**config.mk**
```make
export PLATFORM = sky130hd
export DESIGN_NAME = pwm_dac_flat
export DESIGN_NICKNAME = d
export VERILOG_FILES = /design/src/rtl/pwm_dac_if.sv /design/src/rtl/pwm_dac.sv /design/src/flat_wrapper.sv
export SDC_FILE = /design/constraint.sdc
export NUM_CORES = 1
export LEC_CHECK = 0
export ABC_AREA = 1
export BUFFER_PORTS_ARGS = -buffer_cell sky130_fd_sc_hd__clkbuf_2
export CAP_MARGIN = 15
export CORE_MARGIN = 2
export CORE_UTILIZATION = 50
export CTS_CLUSTER_SIZE = 30
export DETAILED_ROUTE_END_ITERATION = 6
export GPL_TIMING_DRIVEN = 0
export PLACE_DENSITY = 0.72
export SLEW_MARGIN = 10
export SYNTH_ARGS = -nofsm -noshare
export SYNTH_HDL_FRONTEND = slang
export SYNTH_SLANG_ARGS = --single-unit
```
**constraint.sdc**
```tcl
create_clock -name clk -period 1.2 [get_ports clk]
set_clock_uncertainty 0.1 [all_clocks]
set_input_delay 0.06 -clock clk [delete_from_list [all_inputs] [get_ports clk]]
set_output_delay 0.06 -clock clk [all_outputs]
set_load 0.005 [all_outputs]
```
**src/rtl/pwm_dac_if.sv**
```systemverilog
// Signal bundle between a sample source/controller and the PWM DAC.
// The master side drives control and samples; the slave side is the DAC.
interface pwm_dac_if;
    logic       enable;
    logic [7:0] sample_in;
    logic       sample_valid;
    logic       clear_flags;
    logic       pwm_out;
    logic       sample_taken;
    logic       overrun;
    logic       underrun;

    modport master (
        output enable,
        output sample_in,
        output sample_valid,
        output clear_flags,
        input  pwm_out,
        input  sample_taken,
        input  overrun,
        input  underrun
    );

    modport slave (
        input  enable,
        input  sample_in,
        input  sample_valid,
        input  clear_flags,
        output pwm_out,
        output sample_taken,
        output overrun,
        output underrun
    );
endinterface

```
**src/rtl/pwm_dac.sv**
```systemverilog
// 8-bit PWM DAC with a 256-clock period. Signed samples are buffered in a
// one-entry register and promoted to the active duty (as offset binary) on
// the last count of each period. Sticky flags report lost and missing samples.
module pwm_dac (
    input  logic       clk,
    input  logic       rst_n,
    pwm_dac_if.slave   bus
);

    logic [7:0] cnt_q,      cnt_d;
    logic [7:0] active_q,   active_d;
    logic [7:0] pend_q,     pend_d;
    logic       pendFull_q, pendFull_d;
    logic       pwm_q,      pwm_d;
    logic       taken_q,    taken_d;
    logic       overrun_q,  overrun_d;
    logic       underrun_q, underrun_d;

    logic loadEvent;
    logic loadSample;
    logic overrunSet;
    logic underrunSet;

    // A load event is the final count of a running period; it consumes the
    // buffer if something is waiting, otherwise it flags an underrun. A strobe
    // that lands on a consuming load refills the freed slot and is not an overrun.
    always_comb begin
        loadEvent   = bus.enable && (cnt_q == 8'd255);
        loadSample  = loadEvent && pendFull_q;
        underrunSet = loadEvent && !pendFull_q;
        overrunSet  = bus.sample_valid && pendFull_q && !loadEvent;

        cnt_d      = bus.enable ? cnt_q + 8'd1 : 8'd0;
        active_d   = loadSample ? (pend_q ^ 8'h80) : active_q;
        pend_d     = bus.sample_valid ? bus.sample_in : pend_q;
        pendFull_d = pendFull_q;
        if (loadSample) begin
            pendFull_d = 1'b0;
        end
        if (bus.sample_valid) begin
            pendFull_d = 1'b1;
        end
        taken_d    = loadSample;
        pwm_d      = bus.enable && (cnt_q < active_q);
        overrun_d  = overrunSet  || (overrun_q  && !bus.clear_flags);
        underrun_d = underrunSet || (underrun_q && !bus.clear_flags);
    end

    // State register with synchronous reset; reset starts at mid-scale duty.
    always_ff @(posedge clk) begin
        if (!rst_n) begin
            cnt_q      <= 8'd0;
            active_q   <= 8'h80;
            pend_q     <= 8'd0;
            pendFull_q <= 1'b0;
            pwm_q      <= 1'b0;
            taken_q    <= 1'b0;
            overrun_q  <= 1'b0;
            underrun_q <= 1'b0;
        end else begin
            cnt_q      <= cnt_d;
            active_q   <= active_d;
            pend_q     <= pend_d;
            pendFull_q <= pendFull_d;
            pwm_q      <= pwm_d;
            taken_q    <= taken_d;
            overrun_q  <= overrun_d;
            underrun_q <= underrun_d;
        end
    end

    assign bus.pwm_out      = pwm_q;
    assign bus.sample_taken = taken_q;
    assign bus.overrun      = overrun_q;
    assign bus.underrun     = underrun_q;

endmodule
```
**src/flat_wrapper.sv**
```systemverilog
// flat-port wrapper written by rule: the top's interface ports become plain ports
module pwm_dac_flat 
  (clk, rst_n, bus_enable, bus_sample_in, bus_sample_valid, bus_clear_flags, bus_pwm_out, bus_sample_taken, bus_overrun, bus_underrun);
  pwm_dac_if bus_i ();
  input  logic clk;
  input  logic rst_n;
  input wire logic [$bits(bus_i.enable)-1:0] bus_enable;
  input wire logic [$bits(bus_i.sample_in)-1:0] bus_sample_in;
  input wire logic [$bits(bus_i.sample_valid)-1:0] bus_sample_valid;
  input wire logic [$bits(bus_i.clear_flags)-1:0] bus_clear_flags;
  output wire logic [$bits(bus_i.pwm_out)-1:0] bus_pwm_out;
  output wire logic [$bits(bus_i.sample_taken)-1:0] bus_sample_taken;
  output wire logic [$bits(bus_i.overrun)-1:0] bus_overrun;
  output wire logic [$bits(bus_i.underrun)-1:0] bus_underrun;
  assign bus_i.enable = bus_enable;
  assign bus_i.sample_in = bus_sample_in;
  assign bus_i.sample_valid = bus_sample_valid;
  assign bus_i.clear_flags = bus_clear_flags;
  assign bus_pwm_out = bus_i.pwm_out;
  assign bus_sample_taken = bus_i.sample_taken;
  assign bus_overrun = bus_i.overrun;
  assign bus_underrun = bus_i.underrun;
  pwm_dac u_core (.clk(clk), .rst_n(rst_n), .bus(bus_i));
endmodule
```
==> metrics.cfg <==
[timing]
finalSetupTns_ns=-1.21
slew_headroom_pct=74.2
postLayoutSetupSlackWorst_ns=-0.128
worstMarginPinSlew_ns=0.388
fmax_mhz=753
setup_viol=14
hold_viol=0
drv_slew=0
rsz0062_at_grt=yes
min_period_ns=1.33
fin_crit_sh_pct=111

[place]
gp_congestion=0.822
hpwl_um=1970
io_buffers=15
dpl_worst_slack_ns=-0.161

[yosys]
synth-xor-area-share_pct=0.649
synth_fa_ha_area_share_pct=7.41
synth-edff-count=0
synthesis.area_um2=1350
synthesis.instances=182
synth-compound-area-share_pct=11.2
synth_top_family_by_area=simple AND/OR/NAND/NOR gates
avgSynthCellArea_um2=7.42
ys_types=23
synthMuxAreaShare_pct=0
synthTopCellsByArea=dfxtp_1 (43%), nand2_1 (10%), inv_1 (10%)
synthArstFlopShare_pct=0
synth_seq_cells=29
yosysWarnings=0
ys_seq_area_share_pct=43.0
yosys.area_share.simple_pct=24.8
synth_nets=203
synth_top_area_share_pct=43.0
synthFlopType=dfxtp_1
synth_area_leader_cell=dfxtp_1

[global_routing]
antenna_found_initial=0
grt_pass1_vias=1297
grt_overflow_total=0
grt_max_degree=11
track_usage_pct=22.6
grt_pass1_wl_um=5440

[routing]
drt_iter0_drc=24
firstDrtPassIters=4
dr_wl_met2_um=1600
wl_um=3080
met1_length_um=1250
routed-via-count=1278
wire_per_inst_um=12.0
met3_length_um=139
route.detailed.drc=0
detail-route-antenna-nets=0
viasPerCell=4.99
top_layer=met4

[clock_tree]
htree_levels=2
cts_buffer_depth=2
worstSkewPairLatency_ns=0.33
clkTransAtPathRegs_ns=0.10
cts_buffers=5
cts.sinks=29
clock-root-buffer=clkbuf_4
cts_tree=built

[critical_path]
critPathMaxFanout=5
r2r-start=u_core.cnt_q[0]
worstPathCellList=ha_4, nand3_4, nor2_4, buf_6, nand4_1, nand2_1, nor2_1
cp-end-kind=flop
crit_arrival_ns=1.45
max_stage_delay_ns=0.37
crit_type=reg -> reg
cp.buffers_inverters=1
cp_top_family=simple AND/OR/NAND/NOR gates
worstPathRequired_ns=1.32
cp-startpoint=u_core.cnt_q[0]
cp_slowest_cell=dfxtp_4
startpoint_type=flop

[power_and_ir_drop]
comb_power_share_pct=8.2
totalPowerFinal_mw=2.00
intPower_mw=1.56
p_sw_mw=0.441
p_leak_nw=0.851
peakVddDrop_mv=1.37
clockPowerShare_pct=42.0
power.density_nw_per_um2=1070
seqPwrFrac_pct=49.8
swShare_pct=22.0

[hold_path]
hp-start=bus_enable
hold_path_class=in -> reg

[finish]
final_nets=246
drive_gt1_share_pct=29.6
syn2layout_area_growth_pct=39.1
diodes=0
utilization_pct=74.5

[die]
ios=17
die_h_um=56.0
die-width_um=56.0
die_area_um2=3130
row_count=18
core-area_um2=2520
start_util_pct=53.5

[outcome]
status=finished, violations left
violations=setup timing

[job]
maxCapViolCount=0

## synthesized netlist by cell type (all sizes together) (5+ instances only)
cell   count
inv       37
nand2     37
dfxtp     29
nor2      18
a21oi     17
nand4      9
o21ai      9
ha         8
nand3      6
buf        5
## registers in the layout, indices dropped and copies added, names as in the netlist
name                     count
u_core.active_q              8
u_core.bus.overrun           1
u_core.bus.pwm_out           1
u_core.bus.sample_taken      1
u_core.bus.underrun          1
u_core.cnt_q                 8
u_core.pendFull_q            1
u_core.pend_q                8
## power groups by stage
stage / clock network (mW) / logic (mW) / registers, mW
2_1_floorplan: 0 / 0.0757 / 1.02
3_3_place_gp: 0 / 0.111 / 1.02
3_5_place_dp: 0 / 0.116 / 1.03
4_1_cts: 0.857 / 0.154 / 0.998
5_1_grt: 0.900 / 0.185 / 1.00
6_report: 0.841 / 0.164 / 0.997
## logic make-up (layout without fill, tap and decap cells)
logic type                 count (synthesis)  in the layout
xor gates and xnor gates                   1              1
adders and majority gates                  8              8
AOI/OAI and AO/OA                         29             29
buffers and inverters                     43             87
DFF                                       29             29
and+or+nand+nor                           72             72
## worst paths after layout
check	endpoint	slack [ns]	cells after the start
hold / removal	u_core.bus.sample_taken	0.04	5
setup reg to reg	u_core.active_q[5]	-0.13	7
setup / recovery	u_core.active_q[5]	-0.13	7
hold reg to reg	u_core.active_q[7]	0.36	2
## final cells by class
class	count	area (um2)
Sequential cell	29	598
Timing Repair Buffer	36	270
Tap cell	30	37.5
Buffer	6	37.5
Clock buffer	7	55.1
Multi-Input combinational cell	110	711
Inverter	37	139
Clock inverter	1	30.0
Fill cell	195	644
## layer usage
| layer | GRT usage (%) | vias to the layer above |
|---|---|---|
| met4 | 10.2 | 0 |
| met1 | 23.0 | 566 |
| li1 | - | 660 |
| met2 | 41.7 | 39 |
| met3 | 6.74 | 13 |
| met5 | 0 | - |
## worst min-delay path: stages
cell	delay [ns]
clkbuf_2	0.09
inv_1	0.06
nor2_2	0.06
nand3_4	0.12
nor2_1	0.05
## timing repair
item / 4_1_cts / 5_1_grt
gates resized for setup: 14 / 16
endpoints found under the hold margin: 15 / 0
setup buffers: 7 / 1
hold buffers: 12 / 0
pin swaps: 9 / 5
setup endpoints to repair: 15 / 17
gates cloned: 1 / 0
## cells in the final DEF (no fill, tap or decap), types with 5 or more instances in the layout
master / count
inv_1: 35
nand2_1: 31
dfxtp_1: 21
nor2_1: 15
clkbuf_2: 15
a21oi_1: 14
dlygate4sd3_1: 12
nand4_1: 9
o21ai_0: 9
buf_4: 8
nand2_2: 6
ha_4: 5
clkbuf_4: 5
dfxtp_2: 5
## metrics by stage
step | cell area [um2] | hold WS (ns) | instances
finish | 1880 | 0.0412 | 256
global route | 1880 | 0.0651 | 256
CTS | 1800 | 0.0330 | 255
detailed placement | 1490 | 0.229 | 227
global placement | 1490 | 0.232 | 227
floorplan | 1370 | 0.135 | 182
No activity file was read; power rests on OpenSTA's default activity.
